**config.mk**
```make
export PLATFORM = sky130hd
export DESIGN_NAME = param_scan_mux_flat
export DESIGN_NICKNAME = d
export VERILOG_FILES = /design/src/rtl/param_scan_mux_pkg.sv /design/src/rtl/param_scan_mux_if.sv /design/src/rtl/param_scan_mux_tick_gen.sv /design/src/rtl/param_scan_mux.sv /design/src/flat_wrapper.sv
export SDC_FILE = /design/constraint.sdc
export NUM_CORES = 1
export LEC_CHECK = 0
export ABC_CLOCK_PERIOD_IN_PS = 3700
export CAP_MARGIN = 0
export CORE_MARGIN = 3
export CORE_UTILIZATION = 50
export CTS_BUF_LIST = sky130_fd_sc_hd__clkbuf_4 sky130_fd_sc_hd__clkbuf_8 sky130_fd_sc_hd__clkbuf_16
export DETAILED_ROUTE_END_ITERATION = 7
export PLACE_DENSITY = 0.93
export SLEW_MARGIN = 20
export SYNTH_ARGS = -nofsm -noshare
export SYNTH_HDL_FRONTEND = slang
export SYNTH_SLANG_ARGS = --single-unit
```
**constraint.sdc**
```tcl
create_clock -name clk -period 3.7 [get_ports clk]
set_input_delay 0.925 -clock clk [delete_from_list [all_inputs] [get_ports clk]]
set_output_delay 0.925 -clock clk [all_outputs]
set_load 0.01 [all_outputs]
```
**src/rtl/param_scan_mux_pkg.sv**
```systemverilog
// Shared types and helpers for the parametrised scan multiplexer.
// Build option: define SCAN_ACTIVE_LOW_EN to make ch_en active-low.
`timescale 1ns/1ps
package scan_mux_pkg;

  // Selection mode as presented on the mode input.
  typedef enum logic {
    MODE_MANUAL = 1'b0,
    MODE_AUTO   = 1'b1
  } scan_mode_e;

  // Widest one-hot vector the helper can build; N_CH must not exceed this.
  localparam int ONEHOT_MAXW = 64;

  // One-hot code for idx; all zero when idx is outside 0..n-1.
  function automatic logic [ONEHOT_MAXW-1:0] onehot(input int idx, input int n);
    logic [ONEHOT_MAXW-1:0] v;
    v = '0;
    if (idx >= 0 && idx < n && idx < ONEHOT_MAXW) begin
      v = ONEHOT_MAXW'(1) << idx;
    end
    return v;
  endfunction

  // Counter width for values 0..v-1; at least one bit so DIV=1 still builds.
  function automatic int clog2_min1(input int v);
    return (v <= 1) ? 1 : $clog2(v);
  endfunction

endpackage

```
**src/rtl/param_scan_mux_if.sv**
```systemverilog
// Channel data, control and output bundle of param_scan_mux.
// Build option: SCAN_ACTIVE_LOW_EN only changes the ch_en polarity.
`timescale 1ns/1ps
interface param_scan_mux_if #(
  parameter int N_CH = 4,
  parameter int W    = 4
);
  localparam int SELW = $clog2(N_CH);

  logic [N_CH*W-1:0] d;
  logic              mode;
  logic [SELW-1:0]   sel;
  logic              hold;
  logic [W-1:0]      y;
  logic [SELW-1:0]   ch;
  logic [N_CH-1:0]   ch_en;
  logic              tick;

  modport master (
    output d, mode, sel, hold,
    input  y, ch, ch_en, tick
  );

  modport slave (
    input  d, mode, sel, hold,
    output y, ch, ch_en, tick
  );

endinterface

```
**src/rtl/param_scan_mux_tick_gen.sv**
```systemverilog
// Auto-scan prescaler: counts 0..DIV-1 while enabled and flags the wrap.
// Not affected by SCAN_ACTIVE_LOW_EN.
`timescale 1ns/1ps
module scan_tick_gen
  import scan_mux_pkg::*;
#(
  parameter int DIV = 100000
) (
  input  logic clk,
  input  logic reset,
  input  logic en,
  output logic tick
);

  localparam int            CW   = clog2_min1(DIV);
  localparam logic [CW-1:0] LAST = CW'(DIV - 1);

  logic [CW-1:0] cnt_q;
  logic [CW-1:0] cnt_d;
  logic          wrap;

  // Wrap is combinational on the last count; reset suppresses the pulse.
  assign wrap = en && (cnt_q == LAST);
  assign tick = wrap && !reset;

  // Next count: wrap to zero, advance when enabled, otherwise freeze.
  always_comb begin
    cnt_d = cnt_q;
    if (wrap) begin
      cnt_d = '0;
    end else if (en) begin
      cnt_d = cnt_q + 1'b1;
    end
  end

  // Counter register with synchronous clear.
  always_ff @(posedge clk) begin
    if (reset) begin
      cnt_q <= '0;
    end else begin
      cnt_q <= cnt_d;
    end
  end

endmodule

```
**src/rtl/param_scan_mux.sv**
```systemverilog
// N-channel, W-bit registered multiplexer with manual select and
// automatic round-robin scan (e.g. for multiplexed seven-segment digits).
// Build option: define SCAN_ACTIVE_LOW_EN for active-low ch_en (all 1s idle).
`timescale 1ns/1ps
module param_scan_mux
  import scan_mux_pkg::*;
#(
  parameter int N_CH = 4,
  parameter int W    = 4,
  parameter int DIV  = 100000
) (
  input  logic               clk,
  input  logic               reset,
  param_scan_mux_if.slave    bus
);

  localparam int SELW = $clog2(N_CH);

`ifdef SCAN_ACTIVE_LOW_EN
  localparam logic [N_CH-1:0] CH_EN_IDLE = '1;
`else
  localparam logic [N_CH-1:0] CH_EN_IDLE = '0;
`endif

  scan_mode_e      mode;
  logic            scan_en;
  logic            pres_clr;
  logic            tick;

  logic [W-1:0]    chan [N_CH];

  logic [SELW-1:0] ch_q;
  logic [SELW-1:0] ch_d;
  logic [W-1:0]    y_q;
  logic [W-1:0]    y_d;
  logic [N_CH-1:0] ch_en_q;
  logic [N_CH-1:0] ch_en_d;
  logic [ONEHOT_MAXW-1:0] oh_full;

  assign mode = scan_mode_e'(bus.mode);

  // Prescaler runs only in auto mode without hold; manual mode keeps it
  // parked at zero so a switch to auto always starts a fresh slot.
  assign scan_en  = (mode == MODE_AUTO) && !bus.hold;
  assign pres_clr = reset || (mode == MODE_MANUAL);

  scan_tick_gen #(
    .DIV (DIV)
  ) u_tick_gen (
    .clk   (clk),
    .reset (pres_clr),
    .en    (scan_en),
    .tick  (tick)
  );

  // Unpack the channel bus into an indexable array.
  for (genvar gi = 0; gi < N_CH; gi++) begin : g_chan
    assign chan[gi] = bus.d[gi*W +: W];
  end

  // Channel select: follow sel in manual mode (ignoring out-of-range
  // values), step round-robin on each prescaler tick in auto mode.
  always_comb begin
    ch_d = ch_q;
    if (mode == MODE_MANUAL) begin
      if (int'(bus.sel) < N_CH) begin
        ch_d = bus.sel;
      end
    end else if (tick) begin
      ch_d = (int'(ch_q) == N_CH - 1) ? '0 : ch_q + 1'b1;
    end
  end

  // Output stage inputs derived from the current channel register, so y and
  // ch_en both trail ch by one cycle and change together.
  always_comb begin
    y_d = '0;
    for (int k = 0; k < N_CH; k++) begin
      if (ch_q == SELW'(k)) begin
        y_d = chan[k];
      end
    end
    oh_full = onehot(32'(ch_q), N_CH);
`ifdef SCAN_ACTIVE_LOW_EN
    ch_en_d = ~oh_full[N_CH-1:0];
`else
    ch_en_d = oh_full[N_CH-1:0];
`endif
  end

  // Channel and output registers; reset wins over every other input.
  always_ff @(posedge clk) begin
    if (reset) begin
      ch_q    <= '0;
      y_q     <= '0;
      ch_en_q <= CH_EN_IDLE;
    end else begin
      ch_q    <= ch_d;
      y_q     <= y_d;
      ch_en_q <= ch_en_d;
    end
  end

  assign bus.y     = y_q;
  assign bus.ch    = ch_q;
  assign bus.ch_en = ch_en_q;
  assign bus.tick  = tick;

endmodule

```
**src/flat_wrapper.sv**
```systemverilog
// flat-port wrapper written by rule: the top's interface ports become plain ports
module param_scan_mux_flat import scan_mux_pkg::*;
#(
  parameter int N_CH = 4,
  parameter int W    = 4,
  parameter int DIV  = 100000
)
  (clk, reset, bus_d, bus_mode, bus_sel, bus_hold, bus_y, bus_ch, bus_ch_en, bus_tick);
  param_scan_mux_if #(.N_CH(N_CH), .W(W)) bus_i ();
  input  logic clk;
  input  logic reset;
  input wire logic [$bits(bus_i.d)-1:0] bus_d;
  input wire logic [$bits(bus_i.mode)-1:0] bus_mode;
  input wire logic [$bits(bus_i.sel)-1:0] bus_sel;
  input wire logic [$bits(bus_i.hold)-1:0] bus_hold;
  output wire logic [$bits(bus_i.y)-1:0] bus_y;
  output wire logic [$bits(bus_i.ch)-1:0] bus_ch;
  output wire logic [$bits(bus_i.ch_en)-1:0] bus_ch_en;
  output wire logic [$bits(bus_i.tick)-1:0] bus_tick;
  assign bus_i.d = bus_d;
  assign bus_i.mode = bus_mode;
  assign bus_i.sel = bus_sel;
  assign bus_i.hold = bus_hold;
  assign bus_y = bus_i.y;
  assign bus_ch = bus_i.ch;
  assign bus_ch_en = bus_i.ch_en;
  assign bus_tick = bus_i.tick;
  param_scan_mux #(.N_CH(N_CH), .W(W), .DIV(DIV)) u_core (.clk(clk), .reset(reset), .bus(bus_i));
endmodule
```
==> impl_results.md <==
- Die W: slightly below 60 um
- Row count: 18
- Setup Buffers After CTS: 0
- Synth area leaders: dfxtp_1 (41%), xnor2_1 (5.3%), nor2_1 (4.8%)
- Starting Density: 53.3%
- Dpl ws: between 0.15 and 0.2 ns
- Commonest non-fill, non-tap cell in the layout: clkdlybuf4s50_1
- Crit path DAT: 2.58 ns
- Post-CTS sizing: 0
- Final Hold Fails: 0
- # clock sinks: 27
- Final min period: 3.50 ns
- Final setup violation count: 0
- Global-route wire length before repair: 4840 um
- Post-synthesis cell type count: 39
- Gr ovfl total: 0
- DRT Pass-1 Iters: 5
- Net switching power: 0.125 mW
- R2r endpoint: u_core.u_tick_gen.cnt_q[13]
- Worst-path clk slew: approximately 0.15 ns
- Hold Path Class: flip-flop to flip-flop
- Final Total Pwr: 0.516 mW
- Flop pwr share: 59.0%
- Share of the synthesized area in the top cell type: about two fifths
- Die Y: 57.6 um
- FF+latch count, synth: 27
- Vias per cell: 5.73
- Startpoint types: input pin
- Clock Latency Late Sink: 0.34 ns
- Wl on met1: 1260 um
- HPWL after DPL: 2260 um
- IO buf count: 32
- Count of hold buffers inserted by post-cts repair: 0
- Synthesis-to-finish area growth: 28.0%
- Final Cycle Share: 94.7%
- Hold depth: 2
- Worst Min Path Start: u_core.u_tick_gen.cnt_q[16]
- CTS tree: built
- Final setup margin: between 0.15 and 0.2 ns
- Sequential fraction of the synthesis area: 40.6%
- Cell accounting for the most synthesized area: dfxtp_1
- Antenna viol nets, final: 0
- Max cap viols: 0
- Largest net degree at the start of global routing: 18
- Clock Skew: 0.0156 ns
- Global Route Usage Sum: around 19%
- Syn Std Cell Area: 1330 um2
- Root Buffer: clkbuf_4
- Final slew viol count: 0
- Syn Inst Count: 149
- Number of global-route vias before repair: 1164
- Initial drt markers: 76
- Highest Signal Layer: met4
- Actual slew at the worst max-slew pin: 0.653 ns
- Synthesized Nets: 176
- Average size of a mapped cell: 8.93 um2
- Ys Warns: 0
- Crit. End Element: primary output
- Internal power: 0.390 mW
- Synth Flop Type: dfxtp_1
- Clock power share: around a quarter
- Worst Hold End: u_core.u_tick_gen.cnt_q[16]
- Max-Slew Margin vs Limit: about 56%
- Highest-count cells in the layout ignoring fill and taps: clkdlybuf4s50_1 (32), dfxtp_1 (27), nor2_1 (17), inv_1 (8), xnor2_1 (8)
- Switch share: between 20% and 30%
- # DRC: 0
- Area of the core: 2500 um2
- Final net count: between 200 and 250
- Setup CP Type: input pin to primary output
- Outcome: finished, final reports clean
- Pleak: between 0.5 and 0.6 nW
- Metal2 WL: 1380 um
- PwrDens: 303 nW/um2
- Post-synth ARST share: 0%
- Data required, critical path: approximately 2.8 ns
- WL/cell: 14.0 um
- DR vias: 1214
- CTS Buf Count: 3
- Fin Setup TNS: 0 ns
- Antenna Cells: 0
- Share of post-route cells with drive strength above 1: 7.14%
- Routability congestion estimate: about 0.9
- VDD IR max: 0.000321 V
- Worst-path fanout max: 7
- Reg2Reg Depth: 4
- R2R Setup Slk: 1.89 ns
- Max Root-Sink Buffers: 2
- Die ar.: 3320 um2
- Fmax: approximately 290 MHz
- H-tree depth: 1
- Routed Wire Length: ~3000 um
- Worst r2r src: u_core.u_tick_gen.cnt_q[12]
- Number of synthesized flops with an enable pin: 0
- Met3 Wirelength: approximately 250 um
- Boundary pin count: 33
- Logic pwr share: between 10% and 20%
- Initial antenna violation count: 0
- RSZ-0062 raised after global routing: no
[cell families after synthesis]
family                     synth area share [%]
and+or+nand+nor                            28.4
DFF                                        40.6
AOI/OAI and AO/OA                          12.1
buffers and inverters                      4.89
xor gates and xnor gates                   8.55
adders and majority gates                  4.70
muxes                                     0.752
[worst max-delay path, cell delays in order]
cell and delay, ns:
clkdlybuf4s50_1 0.46, and3b_1 0.30, nand3_4 0.12, nor3b_1 0.21, clkdlybuf4s50_1 0.57
[through the flow]
step                utilization (%)  instances  cell area (um2)  hold slack (ns)
floorplan                         -        149             1330            0.453
global placement               67.1        208             1680            0.481
detailed placement             67.1        208             1680            0.486
CTS                            68.2        212             1700            0.506
global route                   68.2        212             1700            0.524
finish                         68.2        212             1700            0.519
[per-layer routing]
layer  global-route usage, %  vias to the layer above
met3                    2.94                       11
li1                        -                      594
met2                    32.1                       56
met4                    10.6                        0
met5                       0                        -
met1                    21.4                      553
[cell usage after synthesis (all sizes together) (3+ instances only)]
library cell   n
nor2          17
nor4           3
nor2b          3
a221oi         3
xor2           5
a211o          4
or3            3
nand3          7
a21oi          7
nor3           7
o21ai          6
nand4          6
buf            3
clkbuf         3
nand2          6
inv            8
xnor2          8
dfxtp         27
ha             5
[state kept, by name, indices dropped and copies added, names as in the netlist]
register,count
u_core.u_tick_gen.cnt_q,17
u_core.bus.ch,2
u_core.bus.ch_en,4
u_core.bus.y,4
[power by group through the flow]
stage / clock (mW) / sequential [mW] / combinational (mW)
6_report: 0.128 / 0.304 / 0.0836
5_1_grt: 0.145 / 0.306 / 0.0895
4_1_cts: 0.134 / 0.304 / 0.0834
3_5_place_dp: 0 / 0.311 / 0.0831
3_3_place_gp: 0 / 0.310 / 0.0803
2_1_floorplan: 0 / 0.314 / 0.0330
[final cells by class]
class / count / area [um2]
clock buffers: 3 / 22.5
repair buffers: 35 / 343
fillers: 195 / 796
multi-input cells: 108 / 726
inverters: 8 / 30.0
clock inverters: 1 / 5.00
well taps: 30 / 37.5
flip-flops and latches: 27 / 541
[worst max path at each step]
stage,start,endpoint,cells after the start
global route,bus_hold,bus_tick,5
finish,bus_hold,bus_tick,5
global placement,bus_hold,bus_tick,5
floorplan,bus_mode,bus_tick,5
CTS,bus_hold,bus_tick,5
detailed placement,bus_hold,bus_tick,5
Note: power is estimated with default switching activity, not from simulation.
